[src/rtl/free_list_if.sv]
// Rename-stage free-list bundle: dispatch allocation, ROB commit release and flush.
// The free list itself connects on the slave side; dispatch/ROB drive the master side.
interface free_list_if #(
  parameter int DISPATCH_WIDTH = 2,
  parameter int COMMIT_WIDTH   = 2,
  parameter int ARCH_REGS      = 64,
  parameter int PHYS_REGS      = 128
);
  localparam int N     = PHYS_REGS - ARCH_REGS;
  localparam int PRF_W = $clog2(PHYS_REGS);
  localparam int CNT_W = $clog2(N + 1);

  logic [DISPATCH_WIDTH-1:0]            alloc_req_i;
  logic [DISPATCH_WIDTH-1:0]            alloc_gnt_o;
  logic [DISPATCH_WIDTH-1:0][PRF_W-1:0] alloc_prf_o;
  logic [CNT_W-1:0]                     free_count_o;
  logic [COMMIT_WIDTH-1:0]              commit_valid_i;
  logic [COMMIT_WIDTH-1:0]              commit_rd_wen_i;
  logic [COMMIT_WIDTH-1:0][PRF_W-1:0]   commit_old_prf_i;
  logic                                 flush_i;

  modport slave (
    input  alloc_req_i, commit_valid_i, commit_rd_wen_i, commit_old_prf_i, flush_i,
    output alloc_gnt_o, alloc_prf_o, free_count_o
  );

  modport master (
    output alloc_req_i, commit_valid_i, commit_rd_wen_i, commit_old_prf_i, flush_i,
    input  alloc_gnt_o, alloc_prf_o, free_count_o
  );
endinterface

[src/rtl/free_list.sv]
// Physical-register free list: circular FIFO of free tags, allocated at head,
// refilled at tail by committed old mappings, restored to committed state on flush.
module free_list #(
  parameter int DISPATCH_WIDTH = 2,
  parameter int COMMIT_WIDTH   = 2,
  parameter int ARCH_REGS      = 64,
  parameter int PHYS_REGS      = 128
) (
  input logic        clock,
  input logic        reset_n,
  free_list_if.slave fl_if
);
  localparam int N     = PHYS_REGS - ARCH_REGS;
  localparam int PRF_W = $clog2(PHYS_REGS);
  localparam int PTR_W = $clog2(N);
  localparam int CNT_W = $clog2(N + 1);

  typedef logic [PTR_W-1:0] ptr_t;

  // N need not be a power of two, so wrap by compare rather than truncation.
  function automatic ptr_t ptr_add(input ptr_t p, input int unsigned inc);
    int unsigned s;
    s = 32'(p) + inc;
    if (s >= 32'(N)) s = s - 32'(N);
    return ptr_t'(s);
  endfunction

  logic [PRF_W-1:0] fl_q [N];
  logic [PRF_W-1:0] fl_d [N];
  ptr_t             head_q, head_d;
  ptr_t             tail_q, tail_d;
  logic [CNT_W-1:0] count_q, count_d;

  logic [DISPATCH_WIDTH-1:0]            gnt;
  logic [DISPATCH_WIDTH-1:0][PRF_W-1:0] prf;
  int unsigned                          n_gnt;
  int unsigned                          n_rel;
  int unsigned                          n_rel_req;
  int unsigned                          room;

  always_comb begin
    n_gnt = 0;
    gnt   = '0;
    prf   = '0;
    for (int i = 0; i < DISPATCH_WIDTH; i++) begin
      if (reset_n && fl_if.alloc_req_i[i] && (n_gnt < 32'(count_q))) begin
        gnt[i] = 1'b1;
        prf[i] = fl_q[ptr_add(head_q, n_gnt)];
        n_gnt  = n_gnt + 1;
      end
    end
  end

  // Releases beyond what the FIFO can hold are a protocol error and are dropped.
  always_comb begin
    fl_d      = fl_q;
    n_rel     = 0;
    n_rel_req = 0;
    room      = 32'(N) - (32'(count_q) - n_gnt);
    for (int k = 0; k < COMMIT_WIDTH; k++) begin
      if (fl_if.commit_valid_i[k] && fl_if.commit_rd_wen_i[k]) begin
        n_rel_req = n_rel_req + 1;
        if (n_rel < room) begin
          fl_d[ptr_add(tail_q, n_rel)] = fl_if.commit_old_prf_i[k];
          n_rel = n_rel + 1;
        end
      end
    end
    tail_d = ptr_add(tail_q, n_rel);
    if (fl_if.flush_i) begin
      head_d  = tail_d;
      count_d = CNT_W'(N);
    end else begin
      head_d  = ptr_add(head_q, n_gnt);
      count_d = CNT_W'(32'(count_q) + n_rel - n_gnt);
    end
  end

  always_ff @(posedge clock or negedge reset_n) begin
    if (!reset_n) begin
      for (int i = 0; i < N; i++) fl_q[i] <= PRF_W'(ARCH_REGS + i);
      head_q  <= '0;
      tail_q  <= '0;
      count_q <= CNT_W'(N);
    end else begin
      fl_q    <= fl_d;
      head_q  <= head_d;
      tail_q  <= tail_d;
      count_q <= count_d;
    end
  end

  assert property (@(posedge clock) disable iff (!reset_n)
                   (32'(count_q) + n_rel_req - n_gnt) <= 32'(N));

  assign fl_if.alloc_gnt_o  = gnt;
  assign fl_if.alloc_prf_o  = prf;
  assign fl_if.free_count_o = count_q;
endmodule

[src/flat_wrapper.sv]
// flat-port wrapper written by rule: the top's interface ports become plain ports
module free_list_flat 
#(
  parameter int DISPATCH_WIDTH = 2,
  parameter int COMMIT_WIDTH   = 2,
  parameter int ARCH_REGS      = 64,
  parameter int PHYS_REGS      = 128
)
  (clock, reset_n, fl_if_alloc_req_i, fl_if_commit_valid_i, fl_if_commit_rd_wen_i, fl_if_commit_old_prf_i, fl_if_flush_i, fl_if_alloc_gnt_o, fl_if_alloc_prf_o, fl_if_free_count_o);
  free_list_if #(.DISPATCH_WIDTH(DISPATCH_WIDTH), .COMMIT_WIDTH(COMMIT_WIDTH), .ARCH_REGS(ARCH_REGS), .PHYS_REGS(PHYS_REGS)) fl_if_i ();
  input logic clock;
  input logic reset_n;
  input wire logic [$bits(fl_if_i.alloc_req_i)-1:0] fl_if_alloc_req_i;
  input wire logic [$bits(fl_if_i.commit_valid_i)-1:0] fl_if_commit_valid_i;
  input wire logic [$bits(fl_if_i.commit_rd_wen_i)-1:0] fl_if_commit_rd_wen_i;
  input wire logic [$bits(fl_if_i.commit_old_prf_i)-1:0] fl_if_commit_old_prf_i;
  input wire logic [$bits(fl_if_i.flush_i)-1:0] fl_if_flush_i;
  output wire logic [$bits(fl_if_i.alloc_gnt_o)-1:0] fl_if_alloc_gnt_o;
  output wire logic [$bits(fl_if_i.alloc_prf_o)-1:0] fl_if_alloc_prf_o;
  output wire logic [$bits(fl_if_i.free_count_o)-1:0] fl_if_free_count_o;
  assign fl_if_i.alloc_req_i = fl_if_alloc_req_i;
  assign fl_if_i.commit_valid_i = fl_if_commit_valid_i;
  assign fl_if_i.commit_rd_wen_i = fl_if_commit_rd_wen_i;
  assign fl_if_i.commit_old_prf_i = fl_if_commit_old_prf_i;
  assign fl_if_i.flush_i = fl_if_flush_i;
  assign fl_if_alloc_gnt_o = fl_if_i.alloc_gnt_o;
  assign fl_if_alloc_prf_o = fl_if_i.alloc_prf_o;
  assign fl_if_free_count_o = fl_if_i.free_count_o;
  free_list #(.DISPATCH_WIDTH(DISPATCH_WIDTH), .COMMIT_WIDTH(COMMIT_WIDTH), .ARCH_REGS(ARCH_REGS), .PHYS_REGS(PHYS_REGS)) u_core (.clock(clock), .reset_n(reset_n), .fl_if(fl_if_i));
endmodule
[config.mk]
export PLATFORM = sky130hd
export DESIGN_NAME = free_list_flat
export DESIGN_NICKNAME = d
export VERILOG_FILES = /design/src/rtl/free_list_if.sv /design/src/rtl/free_list.sv /design/src/flat_wrapper.sv
export SDC_FILE = /design/constraint.sdc
export NUM_CORES = 1
export LEC_CHECK = 0
export ABC_CLOCK_PERIOD_IN_PS = 8760
export CORE_MARGIN = 2
export CORE_UTILIZATION = 35
export CTS_CLUSTER_SIZE = 24
export DETAILED_ROUTE_END_ITERATION = 16
export PLACE_DENSITY = 0.52
export RECOVER_POWER = 100
export SLEW_MARGIN = 15
export SYNTH_ARGS = -nofsm -noshare
export SYNTH_HDL_FRONTEND = slang
export SYNTH_SLANG_ARGS = --single-unit
[constraint.sdc]
create_clock -name clock -period 8.76 [get_ports clock]
set_clock_uncertainty 0.15 [all_clocks]
set_input_delay 2.628 -clock clock [delete_from_list [all_inputs] [get_ports clock]]
set_output_delay 2.628 -clock clock [all_outputs]
set_load 0.05 [all_outputs]
==> metrics, run 1 <==
Die Area between 90000 and 100000 um^2; r2r setup slk 1.65 ns; setup ws final 0.09247 ns; CP peak stage delay about 0.57 ns; CTS tree built; mapped cell area 31460 um^2; worst setup path category in2out; first-pass GRT wire length 194400 um; GRT Overall Usage 28.20%; Top delay family on crit path multiplexers; final worst-path cycle share between 90% and 100%; Overflow after GRT 0; Synth Warn # 0; run status finished with violations; Die X between 300 and 400 um; setup_tns 0 ns; CTS H-tree depth 2; Synth Area in XOR/XNOR less than 1%; Synth Register Bits 467; Static Leak about 14 nW; Starting DRT DRC Count ~3.6k; CTS Hold Buffers Added 0; final wirelength about 130000 um; floorplan row count ~110; Synth Area in Simple Gates a little over an eighth; antenna violations before repair 8; Crit-path slowest cell mux4_2; drc violations 0; Synth top area share between 20% and 30%; count leader, synth nor2_1; multiplexer share of the synthesized area around a fifth; Post-synth EDFFs 0; Max Clk Rate 115.4 MHz; Clk pin slew, worst setup/hold paths roughly 0.060 ns; CP endpoint kind primary output; dpl ws -0.3279 ns; Setup Viol. Count Final 0; deepest clock path buffer count 3; clk_lat worst skew between 0.6 and 0.7 ns; NumNets Final 3194; Critical path buffers and inverters 7; met1 WL between 50000 and 60000 um; post-synthesis compound-gate area fraction between 20% and 30%; FFs w/ async S/R, synth 100.0%; failing checks max-capacitance violations, max-slew violations; post-layout min period just under 9 ns; Slew Viols, Final between 400 and 500; HP Class reg2reg; die height between 300 and 400 um; R2R cell count 31; startpoint type of the worst setup path primary input; Top Metal Used met5; syn avg cell area a little over 10 um^2; Slew headroom -132.2%; Max-cap violations 6; Ports 46; placed inst area ~35000 um^2; routability cong. ~0.93; met3 wire len roughly 14000 um; DRT Pass-1 Iters 6; pwr/cell area 392.8 nW/um^2; vias in the first global route between 20k and 30k; Synth area leaders dfstp_2 21%, mux4_2 21%, dfrtp_1 17%; unrepaired setup endpoints after global routing false; VDD IR max 278.0 uV; CP endpoint fl_if_alloc_prf_o[10]; post-DP HPWL roughly 90000 um; Core Region 88780 um^2; Critical path origin fl_if_alloc_req_i[0]; largest family of logic cells by synthesized area multiplexers; Gate Count Post-Synth ~3.1k; CTS Buf Count 56; Synth Area in Adders 1.654%; layout cells sized above 1 a little under a third; WL/cell 30.32 um; Worst Path Required roughly 6 ns; biggest area consumer among synthesized cells dfstp_2; synthesis-to-layout area growth 15.46%; total number of vias between 20k and 30k; Post-DRT Antenna Nets 0; ys flop type dfstp_2; reg-to-reg endpoint u_core.fl_q[292]$_DFF_PN0_; Initial Util a little over a third; Critical R2R Launch u_core.fl_if.free_count_o[3]$_DFF_PN0_; worst-path cell chain dlygate4sd2_1 > o211ai_1 > inv_2 > buf_4 > ha_4 > buf_12 > buf_12 > buf_4 > mux4_2 > mux4_2 > mux2i_1 > a211oi_2 > buf_6; clk root buf clkbuf_16; Final Hold Fails 0; utilization after layout about two fifths; Synth top cells by count 544 x nor2_1, 420 x a21oi_1, 308 x a22oi_1; fin area 36330 um^2; post-synth net total between 3k and 4k; Arrival @ worst endpoint around 5.9 ns; register area share after synthesis around two fifths; largest net degree at the start of global routing approximately 150; vias per inst 6.542; Clock Sinks roughly 470; synth unique cells 66; port bufs 45; measured slew at the worst slew-check pin 3.483 ns; CP Max Fanout 15; critical path depth 13; metal2 WL approximately 60000 um
==> metrics by stage <==
step	cells	hold WS, ns	total power [mW]
final	4349	0.3267	14.27
after global routing	4344	0.3432	14.83
after CTS	4344	0.3245	14.21
after detailed placement	4235	0.3158	11.65
after global placement	4235	0.3090	11.47
after floorplan	3128	0.2999	8.940
==> sequential cells by signal, summed over array words and instances (netlist names) <==
signal and count:
u_core.tail_q 6, u_core.head_q 6, u_core.fl_q 448, u_core.fl_if.free_count_o 7
==> report_power, final <==
part / switching, mW / total [mW] / internal [mW] / leakage [nW]
registers: 1.03 / 4.40 / 3.37 / 5.41
clock network: 1.02 / 2.38 / 1.36 / 0.891
logic: 3.94 / 7.49 / 3.55 / 7.47
==> cell type report <==
class	count	area, um^2
Fill cell	8449	52460
Multi-Input combinational cell	2325	18640
Sequential cell	467	12020
Timing Repair Buffer	260	2302
Clock buffer	91	1663
Tap cell	1165	1458
Clock inverter	14	156.4
Inverter	22	82.58
Antenna cell	5	12.51
==> what timing repair did <==
item	4_1_cts	5_1_grt
gates resized for setup	24	1
pin swaps	8	0
cloned	1	0
buffers inserted	3	0
endpoints found under the setup margin	7	1
==> cells by family after synthesis <==
logic type | count (synthesis)
AO/OA/AOI/OAI | 1018
XOR/XNOR | 29
buffers and inverters | 336
flip-flops | 467
AND/OR/NAND/NOR | 941
multiplexers | 297
adder cells (fa/ha/maj) | 40
==> cell usage in the layout (no fill, tap or decap), types with 8 or more instances in the layout <==
master	instances
a21boi_0	53
ha_1	27
nor2b_1	19
o21a_1	55
inv_1	19
nand3_1	152
clkdlybuf4s50_1	15
nand4_1	61
nand3_2	18
clkbuf_16	56
o21ai_0	123
and3_1	8
or4_1	14
mux4_2	287
nand3_4	8
dlygate4sd3_1	14
clkbuf_1	33
dfstp_2	257
buf_2	10
xnor2_1	15
nor2_1	537
dfrtp_1	206
a211oi_2	12
clkbuf_2	35
buf_12	29
a21oi_1	418
a22oi_1	308
nand2_1	64
clkbuf_8	13
buf_4	127
clkbuf_4	11
==> worst min path at each step <==
stage                                     startpoint  cells past startpoint                    endpoint
after floorplan            u_core.fl_q[11]$_DFF_PN1_                      2   u_core.fl_q[11]$_DFF_PN1_
after global placement    u_core.fl_q[415]$_DFF_PN1_                      2  u_core.fl_q[415]$_DFF_PN1_
after detailed placement   u_core.fl_q[12]$_DFF_PN1_                      2   u_core.fl_q[12]$_DFF_PN1_
after CTS                  u_core.fl_q[12]$_DFF_PN1_                      2   u_core.fl_q[12]$_DFF_PN1_
after global routing       u_core.fl_q[12]$_DFF_PN1_                      2   u_core.fl_q[12]$_DFF_PN1_
final                      u_core.fl_q[12]$_DFF_PN1_                      2   u_core.fl_q[12]$_DFF_PN1_
==> worst register-to-register path, delay by kind of cell (launching register included) <==
kind | cells | cell delay, ns
AND/OR/NAND/NOR | 13 | 2.58
adder cells (fa/ha/maj) | 7 | 1.74
AO/OA/AOI/OAI | 6 | 1.00
buffers and inverters | 3 | 0.49
flip-flops | 1 | 0.46
multiplexers | 1 | 0.31
XOR/XNOR | 1 | 0.24
==> metal layers <==
layer / up-vias / GRT usage (%)
met4: 4 / 11.95
met5: - / 0
met3: 348 / 7.682
met1: 14490 / 36.87
li1: 11890 / -
met2: 1717 / 44.14
(Power assumes the default switching activity.)
==> inputs of run 2 (changes only) <==
--- a/config.mk
+++ b/config.mk
@@ -12,6 +12,7 @@
 export DETAILED_ROUTE_END_ITERATION = 16
 export PLACE_DENSITY = 0.52
 export RECOVER_POWER = 100
+export SKIP_CTS_REPAIR_TIMING = 1
 export SLEW_MARGIN = 15
 export SYNTH_ARGS = -nofsm -noshare
 export SYNTH_HDL_FRONTEND = slang
==> run 2 against run 1 <==
Effect of this change:
- the run still ends with max-capacitance violations, max-slew violations left
- register-to-register slack worse by 0.05 ns
- maximum frequency is 1.4% higher
- critical path depth stayed put
- critical path type unchanged
- largest power group unchanged
==> metrics, run 2 (synthesized netlist as in run 1, its figures left out) <==
Max Clk Rate 117.0 MHz (+1.4%); routability cong. 0.9313 (unchanged); CTS Buf Count 56 (unchanged); CTS tree built; Static Leak 13.80 nW (+0.22%); Worst Path Required 5.98 ns (about the same); synthesis-to-layout area growth 15.83%; r2r setup slk 1.60 ns (-0.05 ns); Overflow after GRT 0 (unchanged); run status finished with violations; final worst-path cycle share 97.56% (-1.4 points); Initial Util 35.44% (unchanged); VDD IR max 279.2 uV (+0.44%); Crit-path slowest cell mux4_2; Core Region 88780 um^2 (unchanged); Post-DRT Antenna Nets 0 (unchanged); Setup Viol. Count Final 0 (unchanged); most common cell after layout, fill and taps aside nor2_1; pwr/cell area 393.2 nW/um^2 (about the same); Slew Viols, Final 472 (unchanged); setup_tns 0 ns (unchanged); worst hold margin 0.3306 ns (+0.003951 ns); unrepaired setup endpoints after global routing false; DRT Pass-1 Iters 6 (unchanged); floorplan row count 109 (unchanged); GRT Overall Usage 28.12% (-0.082 points); Ports 46 (unchanged); first-pass GRT wire length 193900 um (-0.29%); startpoint type of the worst setup path primary input; Final Hold Fails 0 (unchanged); Top reg by flops u_core.fl_q; HP Class reg2reg; Largest register FFs 448 (unchanged); WL/cell 30.34 um (about the same); drc violations 0 (unchanged); die height 303.8 um (unchanged); Slew headroom -135.0% (-2.8 points); CP Max Fanout 6 (-9); port bufs 45 (unchanged); commonest non-fill, non-tap cells in the layout 535 x nor2_1, 418 x a21oi_1, 308 x a22oi_1; vias in the first global route 27.90k (-0.36%); final wirelength 132000 um (+0.12%); measured slew at the worst slew-check pin 3.526 ns (+0.04240 ns); post-DP HPWL 88160 um (unchanged); clk_lat worst skew 0.65 ns (about the same); largest net degree at the start of global routing 154 (unchanged); worst setup path category in2out; CTS H-tree depth 2 (unchanged); clk root buf clkbuf_16; Arrival @ worst endpoint 5.77 ns (-0.12 ns); Clock Sinks 467 (unchanged); antenna violations before repair 7 (-1); Max-cap violations 6 (unchanged); CP endpoint kind primary output; deepest clock path buffer count 3 (unchanged); worst-path cell chain dlymetal6s2s_1 > o211ai_1 > inv_2 > buf_4 > ha_4 > buf_12 > buf_12 > mux4_2 > mux4_2 > nor2b_1 > a211oi_2 > a211oi_4 > buf_4; post-layout min period 8.546 ns (-0.1215 ns); Die Area 92300 um^2 (unchanged); CP peak stage delay 0.52 ns (-0.05 ns); Die X 303.8 um (unchanged); failing checks max-capacitance violations, max-slew violations; Clk pin slew, worst setup/hold paths 0.06 ns (about the same); Starting DRT DRC Count 3829 (+7.6%); layout cells sized above 1 30.27% (+0.044 points); NumNets Final 3196 (+0.063%); vias per inst 6.548 (about the same); total number of vias 28.49k (+0.13%)
-- run 2: cell types whose count changed in the layout (fill, tap and decap cells not counted), moves of 3 or more --
cell      delta
buf_12       +5
clkbuf_1     +3
clkbuf_2     -5
mux2i_1      -3
mux2i_4      +3
nand3_2      -3
-- run 2: metrics by stage --
stage	setup slack (ns)	instance area [um^2]	cells	power (mW)	utilization [%]
2_1_floorplan	-0.4643	32370	3128	8.940	-
3_3_place_gp	-0.3795	34840	4235	11.47	39.25
3_5_place_dp	-0.3279	34840	4235	11.65	39.25
4_1_cts	-0.3426	36660	4340	14.06	41.29
5_1_grt	0.09022	36430	4346	14.88	41.03
6_report	0.2140	36440	4351	14.33	41.05
-- run 2: worst max-delay path: cells and delay by family --
kind,cells,cell delay (ns)
mux,2,1.04
buf+inv,6,0.92
compound gates,3,0.67
fa+ha+maj,1,0.33
simple gates,1,0.16
-- run 2: layer usage --
layer	part of all wire, %	global-route usage [%]	vias to the layer above
met5	0.021	0	-
met4	4.6	12.26	4
met3	11	7.494	356
met2	46	43.79	1780
met1	39	36.93	14460
li1	-	-	11890
-- run 2: final timing paths --
path                                                               end  depth (start not counted)                                    from
worst max-delay path                              fl_if_alloc_prf_o[7]                         13                    fl_if_alloc_req_i[0]
worst min-delay path                         u_core.fl_q[12]$_DFF_PN1_                          2               u_core.fl_q[12]$_DFF_PN1_
worst max register to register              u_core.fl_q[171]$_DFF_PN0_                         32  u_core.fl_if.free_count_o[3]$_DFF_PN0_
worst min register to register               u_core.fl_q[12]$_DFF_PN1_                          2               u_core.fl_q[12]$_DFF_PN1_
max in group asynchronous                   u_core.fl_q[151]$_DFF_PN0_                          3                                 reset_n
min in group asynchronous       u_core.fl_if.free_count_o[5]$_DFF_PN0_                          1                                 reset_n
-- run 2: cell type report --
cell class	instances	area (um^2)
multi-input combinational	2325	18680
sequential	467	12020
clock inverter	14	156.4
antenna	5	12.51
clock buffer	91	1663
timing repair buffer	262	2379
tap	1165	1458
fill	8431	52340
inverter	22	82.58
-- run 2: where the power goes --
group | internal, mW | leakage (nW) | total [mW] | switching (mW)
clock network | 1.36 | 0.891 | 2.38 | 1.02
logic | 3.57 | 7.50 | 7.56 | 3.98
registers | 3.37 | 5.41 | 4.40 | 1.03
total | 8.29 | 13.8 | 14.3 | 6.03
